### config.mk
export PLATFORM = sky130hd
export DESIGN_NAME = switch_event_reader
export DESIGN_NICKNAME = d
export VERILOG_FILES = /design/src/rtl/switch_event_reader.sv
export SDC_FILE = /design/constraint.sdc
export NUM_CORES = 1
export LEC_CHECK = 0
export CAP_MARGIN = 20
export CORE_MARGIN = 2
export CORE_UTILIZATION = 40
export CTS_BUF_LIST = sky130_fd_sc_hd__clkbuf_16
export CTS_CLUSTER_SIZE = 14
export DETAILED_ROUTE_END_ITERATION = 8
export HOLD_SLACK_MARGIN = 0.08
export SLEW_MARGIN = 30
export SYNTH_ARGS = -nofsm -noshare
export SYNTH_HDL_FRONTEND = slang
export SYNTH_SLANG_ARGS = --single-unit
### constraint.sdc
create_clock -name clk -period 3.15 [get_ports clk]
set_clock_uncertainty 0.1 [all_clocks]
set_input_delay 0.7875 -clock clk [delete_from_list [all_inputs] [get_ports clk]]
set_output_delay 0.7875 -clock clk [all_outputs]
set_load 0.1 [all_outputs]
### src/rtl/switch_event_reader.sv
// Switch/button front end: 2-flop sync, tick-paced debounce, and a show-ahead
// FIFO of {state, rise, fall} change events behind a valid/ready handshake.
module switch_event_reader #(
  parameter int TICK_DIV     = 27000,
  parameter int STABLE_TICKS = 20,
  parameter int DEPTH        = 4
) (
  input  logic       clk,
  input  logic       rst,
  input  logic [3:0] sw_raw,
  output logic [3:0] sw_state,
  output logic       ev_valid,
  input  logic       ev_ready,
  output logic [3:0] ev_state,
  output logic [3:0] ev_rise,
  output logic [3:0] ev_fall,
  output logic       overflow
);

  localparam int DIV_W = (TICK_DIV > 1) ? $clog2(TICK_DIV) : 1;
  localparam int CNT_W = (STABLE_TICKS > 1) ? $clog2(STABLE_TICKS) : 1;
  localparam int PTR_W = $clog2(DEPTH);
  localparam logic [DIV_W-1:0] DIV_LAST = DIV_W'(TICK_DIV - 1);
  localparam logic [CNT_W-1:0] CNT_LAST = CNT_W'(STABLE_TICKS - 1);

  logic [3:0]       sync1_reg, sync2_reg;
  logic [DIV_W-1:0] div_cnt_reg;
  logic             tick;
  logic [3:0]       sw_state_reg;
  logic [3:0]       flip;

  always_ff @(posedge clk or posedge rst) begin
    if (rst) begin
      sync1_reg <= '0;
      sync2_reg <= '0;
    end else begin
      sync1_reg <= sw_raw;
      sync2_reg <= sync1_reg;
    end
  end

  assign tick = (div_cnt_reg == DIV_LAST);

  always_ff @(posedge clk or posedge rst) begin
    if (rst)
      div_cnt_reg <= '0;
    else if (tick)
      div_cnt_reg <= '0;
    else
      div_cnt_reg <= div_cnt_reg + 1'b1;
  end

  // A bit flips on the tick that completes STABLE_TICKS consecutive mismatches.
  genvar gi;
  generate
    for (gi = 0; gi < 4; gi++) begin : g_bit
      logic [CNT_W-1:0] cnt_reg;
      logic             mismatch;

      assign mismatch  = (sync2_reg[gi] != sw_state_reg[gi]);
      assign flip[gi]  = tick && mismatch && (cnt_reg == CNT_LAST);

      always_ff @(posedge clk or posedge rst) begin
        if (rst)
          cnt_reg <= '0;
        else if (tick) begin
          if (!mismatch || flip[gi])
            cnt_reg <= '0;
          else
            cnt_reg <= cnt_reg + 1'b1;
        end
      end
    end
  endgenerate

  always_ff @(posedge clk or posedge rst) begin
    if (rst)
      sw_state_reg <= '0;
    else
      sw_state_reg <= sw_state_reg ^ flip;
  end

  assign sw_state = sw_state_reg;

  logic        push, pop, do_push, empty, full;
  logic [11:0] push_data, head;
  logic [11:0] mem [DEPTH];
  logic [PTR_W:0] wr_ptr_reg, rd_ptr_reg;
  logic        overflow_reg;

  assign push      = |flip;
  assign push_data = {sw_state_reg ^ flip, flip & ~sw_state_reg, flip & sw_state_reg};

  assign empty   = (wr_ptr_reg == rd_ptr_reg);
  assign full    = (wr_ptr_reg[PTR_W] != rd_ptr_reg[PTR_W]) &&
                   (wr_ptr_reg[PTR_W-1:0] == rd_ptr_reg[PTR_W-1:0]);
  assign pop     = !empty && ev_ready;
  assign do_push = push && (!full || pop);

  // Storage needs no reset: the pointers alone decide what is valid.
  always_ff @(posedge clk) begin
    if (do_push)
      mem[wr_ptr_reg[PTR_W-1:0]] <= push_data;
  end

  always_ff @(posedge clk or posedge rst) begin
    if (rst) begin
      wr_ptr_reg   <= '0;
      rd_ptr_reg   <= '0;
      overflow_reg <= 1'b0;
    end else begin
      if (do_push)
        wr_ptr_reg <= wr_ptr_reg + 1'b1;
      if (pop)
        rd_ptr_reg <= rd_ptr_reg + 1'b1;
      if (push && full && !pop)
        overflow_reg <= 1'b1;
    end
  end

  // Head is read combinationally so a new event is visible on its push edge.
  assign head     = mem[rd_ptr_reg[PTR_W-1:0]];
  assign ev_valid = !empty;
  assign ev_state = ev_valid ? head[11:8] : 4'b0000;
  assign ev_rise  = ev_valid ? head[7:4]  : 4'b0000;
  assign ev_fall  = ev_valid ? head[3:0]  : 4'b0000;
  assign overflow = overflow_reg;

endmodule

==> flow_summary.ini <==
[sta]
setup_violations = 0
relSlewSlack_pct = 64.1
finalHoldViolations = 0
clock.fmax_mhz = 339
slew_viol_final = 0
fin_crit_sh_pct = 93.8
period_needed_ps = 2950
tightest_slew_ps = 537
rsz0062_at_grt = no
finalWorstSetupSlack_ps = 196
tns_ps = 0

[clock_network]
clock_latency_ps = 340
cts_tree = built
cts_resized = 0
ctsLongestPathBuffers = 2
htreeDepth = 3
cts_sinks = 102
cts_root_buf = clkbuf_16
ctsHoldBuffers = 0
clkSlewWorstSetupHoldPaths_ps = 70
post_cts_buffers = 0
numCtsBuffers = 9

[placement]
dp.cells = 518
post-dp-hpwl_um = 5650
place.gp.congestion = 0.777
port_buffers = 24
post-place-ws_ps = 272

[power]
power_w = 0.00393
cellLeakagePower_nw = 2.21
ir_worst_vdd_uv = 769
powerDensity_mw_per_mm2 = 722

[finish]
fin_nets = 411
antennaDiodeCount = 0
synthToLayoutAreaGrowth_pct = 18.9
drive_gt1_share_pct = 16.1
multi_input_area_mm2 = 0.00168
largest_reg_flops = 48
final_cells = 534
regArea_mm2 = 0.00279
fillers = 1003

[yosys]
ys.flop_type = dfrtp_1
ys_types = 46
netlist_top_cells_area = edfxtp_1 (31%), dfrtp_1 (29%), mux4_2 (5.9%)
syn_avg_cell_area_um2 = 13.2
synth_nets = 373
synth.cells.most_frequent = dfrtp_1 (54), edfxtp_1 (48), inv_1 (23), and2_1 (19), nand2_1 (19)
synth.most_common_cell = dfrtp_1
yosysTopAreaCellShare_pct = 31.4
ys_seq_area_share_pct = 60.9
async_reset_ff_share_pct = 52.9
synthesis.area_mm2 = 0.00459
syn-instance-count = 348
synth_seq_cells = 102
synth_edf_count = 48
yosys.area.top_type = edfxtp_1
yosys_warnings = 0

[grt]
antenna_found_initial = 0
grt_pass1_vias = 2785
grt_first_pass_wirelength_um = 13900
grt_overflow = 0
grt_usage_pct = 14.2
grt_max_degree = 22

[routing]
wl_per_cell_um = 15.3
avgViaCountPerCell = 5.14
drtIter0Drc = 137
drt_first_pass_iters = 6
wirelength_um = 8170
route.detailed.drc = 0
ant_nets = 0
vias = 2745

[status]
status = complete, no violations

[worst_hold_path]
hold_start = sync1_reg[0]$_DFF_PP0_
holdCritPathClass = reg -> reg

[floorplanning]
dieArea_mm2 = 0.0123
fp.dieW_um = 111
core_area_mm2 = 0.0113
num_rows = 39
start_util_pct = 40.5
pin_count = 25
die_h_um = 111

[worst_setup_path]
startpoint = rd_ptr_reg[0]$_DFFE_PP0P_
crit_buf_inv = 2
path_cells = buf_4, xnor2_1, nand3b_1, and2_1, buf_12
critPathTopFamily = simple AND/OR/NAND/NOR gates
cp.arrival_ps = 2070
r2r_start = div_cnt_reg[3]$_DFF_PP0_
cp_slowest_cell = nand3b_1
critical_path_class = reg -> out
crit_required_ps = 2260
critical_path.max_fanout = 15
cpPeakStageDelay_ps = 410
worst_setup_path_start_kind = register
end_kind = primary output

[run]
maxCapViolCount = 0
==> worst paths after layout <==
check                      slack, ps  cells past startpoint                               to
max in group asynchronous       1600                      3  g_bit[1].cnt_reg[3]$_DFFE_PP0N_
hold reg to reg                  250                      0           sync2_reg[0]$_DFF_PP0_
setup reg to reg                 270                      5              mem[0][8]$_DFFE_PP_
setup / recovery                 200                      5                       ev_fall[1]
hold / removal                   250                      0           sync2_reg[0]$_DFF_PP0_
min in group asynchronous        690                      2        wr_ptr_reg[0]$_DFFE_PP0P_
==> layer usage <==
layer / GRT usage (%) / routed length, µm / vias up
met5: 0 / 0 / -
met4: 3.95 / 52 / 0
met3: 2.79 / 179 / 5
met2: 23.5 / 4030 / 31
met1: 19.2 / 3900 / 1375
li1: - / - / 1334
==> layout make-up <==
cell class                 instances  area share (%)
clock buffer                       9            4.13
clock inverter                     7           0.780
inverter                          23            1.58
multi-input combinational        214            30.8
sequential                       102            51.2
tap                              143            3.28
timing repair buffer              36            8.22
==> cell usage in the layout, fill, tap and decap left out, types with 9 or more instances in the layout <==
cell / count
xor2_1: 11
xnor2_1: 14
nand2_1: 19
clkbuf_16: 9
nor2_1: 15
o21ai_0: 18
dfrtp_1: 54
nand3_1: 11
buf_12: 13
and2_1: 19
mux4_2: 12
buf_4: 17
edfxtp_1: 48
ha_1: 18
inv_1: 24
nand2b_1: 10
==> where the power goes <==
| part | total (W) | leakage (nW) | switching, W | internal, W |
|---|---|---|---|---|
| logic | 0.00150 | 0.860 | 0.000931 | 0.000572 |
| registers | 0.00142 | 1.21 | 0.0000144 | 0.00141 |
| clock network | 0.00101 | 0.139 | 0.000474 | 0.000533 |
==> metrics by stage <==
step,utilization [%],instance area [µm²],hold WS (ps)
4_1_cts,48.2,5450,251
2_1_floorplan,-,4590,231
3_5_place_dp,45.8,5180,235
3_3_place_gp,45.8,5180,233
5_1_grt,48.2,5450,264
6_report,48.2,5450,247
==> logic make-up after synthesis <==
group / Yosys count / synth area share (%)
AO/OA/AOI/OAI: 52 / 7.29
XOR/XNOR: 25 / 4.77
adder cells (fa/ha/maj): 18 / 4.91
buffers and inverters: 32 / 2.65
flip-flops: 102 / 60.9
multiplexers: 14 / 6.38
AND/OR/NAND/NOR: 105 / 13.1
Note: power is estimated with default switching activity, not from simulation.
